File: src/rtl/btn_debounce.sv
// Push-button conditioner: per-button two-flop synchronizer, stability-counter
// debounce, and single-cycle press / release / long-press pulses.
module btn_debounce #(
    parameter int NUM_BTN           = 5,
    parameter int DEBOUNCE_CYCLES   = 1000000,
    parameter int LONG_PRESS_CYCLES = 100000000
) (
    input  logic               clk100m,
    input  logic               rstn,
    input  logic [NUM_BTN-1:0] btn_raw,
    output logic [NUM_BTN-1:0] btn_level,
    output logic [NUM_BTN-1:0] btn_press,
    output logic [NUM_BTN-1:0] btn_release,
    output logic [NUM_BTN-1:0] btn_long
);

    localparam int DB_W = $clog2(DEBOUNCE_CYCLES + 1);
    localparam int HD_W = $clog2(LONG_PRESS_CYCLES + 1);

    localparam logic [DB_W-1:0] DB_LAST = DB_W'(DEBOUNCE_CYCLES - 1);
    localparam logic [HD_W-1:0] HD_MAX  = HD_W'(LONG_PRESS_CYCLES);
    localparam logic [HD_W-1:0] HD_LAST = HD_W'(LONG_PRESS_CYCLES - 1);

    for (genvar b = 0; b < NUM_BTN; b++) begin : g_btn
        logic            r_sync1;
        logic            r_sync2;
        logic            r_level;
        logic            r_press;
        logic            r_release;
        logic            r_long;
        logic [DB_W-1:0] r_db_cnt;
        logic [HD_W-1:0] r_hold_cnt;

        logic            w_differ;
        logic            w_db_done;
        logic            w_hold_sat;

        assign w_differ   = (r_sync2 != r_level);
        assign w_db_done  = w_differ && (r_db_cnt == DB_LAST);
        assign w_hold_sat = (r_hold_cnt == HD_MAX);

        always_ff @(posedge clk100m) begin
            if (!rstn) begin
                r_sync1 <= 1'b0;
                r_sync2 <= 1'b0;
            end else begin
                r_sync1 <= btn_raw[b];
                r_sync2 <= r_sync1;
            end
        end

        // Any sample that agrees with the accepted level restarts the count,
        // so only an uninterrupted run of DEBOUNCE_CYCLES changes are accepted.
        always_ff @(posedge clk100m) begin
            if (!rstn) begin
                r_level   <= 1'b0;
                r_db_cnt  <= '0;
                r_press   <= 1'b0;
                r_release <= 1'b0;
            end else begin
                r_press   <= 1'b0;
                r_release <= 1'b0;
                if (!w_differ) begin
                    r_db_cnt <= '0;
                end else if (w_db_done) begin
                    r_level   <= r_sync2;
                    r_db_cnt  <= '0;
                    r_press   <= r_sync2;
                    r_release <= ~r_sync2;
                end else begin
                    r_db_cnt <= r_db_cnt + 1'b1;
                end
            end
        end

        // Saturating hold counter; the long pulse is tied to the single
        // transition into saturation so it cannot repeat within one press.
        always_ff @(posedge clk100m) begin
            if (!rstn) begin
                r_hold_cnt <= '0;
                r_long     <= 1'b0;
            end else begin
                r_long <= r_level && (r_hold_cnt == HD_LAST);
                if (!r_level) begin
                    r_hold_cnt <= '0;
                end else if (!w_hold_sat) begin
                    r_hold_cnt <= r_hold_cnt + 1'b1;
                end
            end
        end

        assign btn_level[b]   = r_level;
        assign btn_press[b]   = r_press;
        assign btn_release[b] = r_release;
        assign btn_long[b]    = r_long;
    end

endmodule

File: config.mk
export PLATFORM = sky130hd
export DESIGN_NAME = btn_debounce
export DESIGN_NICKNAME = d
export VERILOG_FILES = /design/src/rtl/btn_debounce.sv
export SDC_FILE = /design/constraint.sdc
export NUM_CORES = 1
export LEC_CHECK = 0
export CELL_PAD_IN_SITES_DETAIL_PLACEMENT = 1
export CELL_PAD_IN_SITES_GLOBAL_PLACEMENT = 1
export CORE_MARGIN = 4
export CORE_UTILIZATION = 48
export DETAILED_ROUTE_END_ITERATION = 10
export PLACE_DENSITY_LB_ADDON = 0.15
export SLEW_MARGIN = 20
export SYNTH_ARGS = -nofsm -noshare
export SYNTH_HDL_FRONTEND = slang
export SYNTH_SLANG_ARGS = --single-unit
export TNS_END_PERCENT = 10
File: constraint.sdc
create_clock -name clk100m -period 2.44 [get_ports clk100m]
set_clock_uncertainty 0.1 [all_clocks]
set_input_delay 0.488 -clock clk100m [delete_from_list [all_inputs] [get_ports clk100m]]
set_output_delay 0.488 -clock clk100m [all_outputs]
set_load 0.005 [all_outputs]
* After elaboration in Yosys (flattened, before gate mapping)
Cells that the tools add are included.
Storage, ports and cells: logic and storage cells 111, register bits after elaboration 265, input port bits 7
Operators by class: $add $sub $neg 10, equal/unequal tests 20, bitwise gates (word level) 11, reduce and logical (&&, ||, !) cells 30
Operators with widths (count):
- $eq A27 B27 Y1 const B | 10
- $add A27 B1 Y27 const B | 5
- $add A20 B1 Y20 const B | 5
- $eq A20 B20 Y1 const B | 5
- $reduce_and A2 Y1 | 10
- $reduce_and A3 Y1 | 5
- $reduce_or A3 Y1 | 5
- $not A1 Y1 | 11
- $logic_and A1 B1 Y1 | 10
- $ne A1 B1 Y1 | 5

* Longest topological paths before layout
word-level depth 3, depth in mapped cells 7, depth with buffers taken out 7

* Worst setup path after synthesis
OpenSTA, ideal clock, no wires.
kind register to register, start point reg g_btn[0].r_db_cnt[0], end point reg g_btn[0].r_db_cnt[19], required time 2.218 ns, buffers on the path 1, setup slack 0.503 ns, arrival 1.715 ns, cell stages (with the launch flop) 8, path through dfxtp_1 ha_1 nand4_1 or2_1 or4_4 nand3_2 buf_4 a21oi_1
Between the ends: cells in the longest elaborated chain, start to end 3
RTL lines:
- start, declared | line 31 | logic [DB_W-1:0] r_db_cnt;
- start signal, assigned | line 71 | r_db_cnt <= r_db_cnt + 1'b1;
- parallel branches: the longest is 3 deep, another holds $add A20 B1 Y20
Parallel ways; which one is timed is not known. A chain may end at the register's enable or synchronous reset.

* Worst setup path after layout
start point reg g_btn[0].r_db_cnt[0], end point reg g_btn[0].r_db_cnt[6]
Same word-level chain as after synthesis.

==> impl_metrics.json <==
{
  "cts_tree": "built",
  "grt_max_degree": 35,
  "gp_congestion": 0.750,
  "ys_seq_area_frac": 0.457,
  "drive_gt1_frac": 0.0691,
  "n_antenna_cell": 0,
  "drtAntennaViolNets": 0,
  "drtIter0Drc": 390,
  "clock.fmax_ghz": 0.450,
  "finalCritPeriodShare": 0.911,
  "clk_pin_slew_ns": 0.06,
  "dr.pass1.iters": 4,
  "grt_pass1_wl_um": 43600,
  "clk_path_buf_depth": 3,
  "fin_crit_ns": 2.22,
  "yosysWarningCount": 0,
  "layout.area.seq_mm2": 0.00531,
  "p_total_mw": 8.71,
  "area_growth_pct": 13.0,
  "vdd_ir_drop_max_mv": 0.471,
  "timing.hold.ws_ns": 0.334,
  "status": "completed",
  "slew_viol_final": 0,
  "synth_cells": 1310,
  "async_reset_ff_frac": 0,
  "post_cts_buffers": 0,
  "finalSetupTns_ns": 0,
  "vias_per_cell": 5.35,
  "numCtsBuffers": 30,
  "power_density_mw_per_mm2": 664,
  "ys.flop_type": "dfxtp_1",
  "root_buffer": "clkbuf_16",
  "cts_max_level": 1,
  "die_w_um": 164,
  "post_synth_instance_area_mm2": 0.0116,
  "grt_setup_unrepaired": "no",
  "nNetsFinal": 1359,
  "antenna_found_initial": 0,
  "drv_cap": 0,
  "worstPathRequired_ns": 2.75,
  "io_pins": 27,
  "initial_core_util": 0.492,
  "cts_resized": 0,
  "vias": 8985,
  "wl_um": 24700,
  "multiInputGateArea_mm2": 0.00591,
  "synth_area_per_cell_um2": 8.86,
  "p_leak_nw": 4.27,
  "cp-end-kind": "flop",
  "arrival_ns": 2.53,
  "coreArea_mm2": 0.0236,
  "min_path_type": "flop to flop",
  "numPlacedInstances": 1624,
  "grt_pass1_vias": 9263,
  "ys_ff_latch": 265,
  "top_layer_used": "met4",
  "clock_latency_ns": 0.54,
  "grt_usage": 0.189,
  "fillers": 2762,
  "synth_fp_nets": 1332,
  "wl_per_cell_um": 14.7,
  "clock_sinks": 265,
  "synth_edf_count": 0,
  "hold_violations": 0,
  "portBuffers": 26,
  "critPathLaunchType": "flop",
  "die_h_um": 164,
  "wl_met1_um": 11900,
  "drc": 0,
  "critPathKind": "flop to flop",
  "gr-total-overflow": 0,
  "finalNonFillerCells": 1679,
  "dr_wl_met3_um": 548,
  "synth.distinct_cells": 47,
  "slew_headroom": 0.575,
  "rows": 56,
  "dr_wl_met2_um": 11700,
  "cts-hold-fix-buffers": 0,
  "path_max_fanout": 20,
  "dieArea_mm2": 0.0267,
  "worst_pin_slew_ns": 0.632,
  "dp_hpwl_um": 16800,
  "setup_viol": 0
}
## Yosys cell counts (21+ instances only)
library cell | count | area, um2
dfxtp_1 | 265 | 5310
nor2_1 | 259 | 972
xor2_1 | 140 | 1230
nand3_1 | 94 | 470
nand2_1 | 88 | 330
nand4_1 | 68 | 425
xnor2_1 | 68 | 596
and3_1 | 29 | 181
nor3_1 | 29 | 145
inv_1 | 26 | 97.6
nor4_1 | 26 | 163
buf_4 | 23 | 173
clkbuf_1 | 21 | 78.8
## sequential cells by signal, summed over array words and instances, names as in the netlist
signal	flops
g_btn.r_db_cnt	100
g_btn.r_hold_cnt	135
g_btn.r_level	5
g_btn.r_long	5
g_btn.r_press	5
g_btn.r_release	5
g_btn.r_sync1	5
g_btn.r_sync2	5
## area by class of cell
cell class,instances,area share
clock inverter,9,0.00410
tap,319,0.0304
sequential,265,0.404
multi-input combinational,965,0.450
inverter,26,0.00744
timing repair buffer,49,0.0340
clock buffer,46,0.0695
## kinds of logic after synthesis
| logic type | Yosys count | share of synthesized area |
|---|---|---|
| and+or+nand+nor | 703 | 0.313 |
| DFF | 265 | 0.457 |
| xor gates and xnor gates | 208 | 0.157 |
| buffers and inverters | 80 | 0.0344 |
| AOI/OAI and AO/OA | 28 | 0.0130 |
| adders and majority gates | 15 | 0.0162 |
| muxes | 11 | 0.00948 |
## stage by stage
step                 util  setup WS (ns)  area [um2]
CTS                 0.556          0.198       13100
finish              0.556          0.217       13100
detailed placement  0.515          0.200       12200
floorplan               -          0.503       11600
global placement    0.515          0.274       12200
global route        0.556         0.0835       13100
## metal layers
layer	up-vias	global-route usage
li1	4501	-
met1	4372	0.252
met2	74	0.324
met3	38	0.0265
met4	0	0.0450
met5	-	0
## where the power goes
group	switching [mW]	internal [mW]
registers	0.00765	4.34
logic	0.0290	0.0223
clock network	1.75	2.56
total	1.79	6.92
## final timing paths
check	startpoint	end	slack, ns	cells after the start
setup / recovery	g_btn[0].r_db_cnt[0]$_SDFF_PP0_	g_btn[0].r_db_cnt[6]$_SDFF_PP0_	0.22	6
hold / removal	g_btn[3].r_sync1$_SDFF_PN0_	g_btn[3].r_sync2$_SDFF_PN0_	0.33	1
setup reg to reg	g_btn[0].r_db_cnt[0]$_SDFF_PP0_	g_btn[0].r_db_cnt[6]$_SDFF_PP0_	0.22	6
hold reg to reg	g_btn[3].r_sync1$_SDFF_PN0_	g_btn[3].r_sync2$_SDFF_PN0_	0.33	1
## worst max-delay path, stage by stage, from the launching register on
cell and delay, ns:
dfxtp_1 0.35, ha_1 0.22, nand4_1 0.13, or2_1 0.27, or4_4 0.58, nand3_2 0.35, nor2_1 0.10
## placed cells by master, fill, tap and decap left out, types with 26 or more instances in the layout
| cell type | synthesis | final |
|---|---|---|
| and3_1 | 29 | 29 |
| dfxtp_1 | 265 | 265 |
| nor4_1 | 26 | 26 |
| nor2_1 | 259 | 259 |
| nand2_1 | 88 | 88 |
| inv_1 | 26 | 26 |
| clkbuf_16 | 0 | 31 |
| nand3_1 | 94 | 94 |
| nand4_1 | 68 | 68 |
| xor2_1 | 140 | 140 |
| clkdlybuf4s50_1 | 0 | 26 |
| nor3_1 | 29 | 29 |
| xnor2_1 | 68 | 68 |
(Power assumes the default switching activity.)
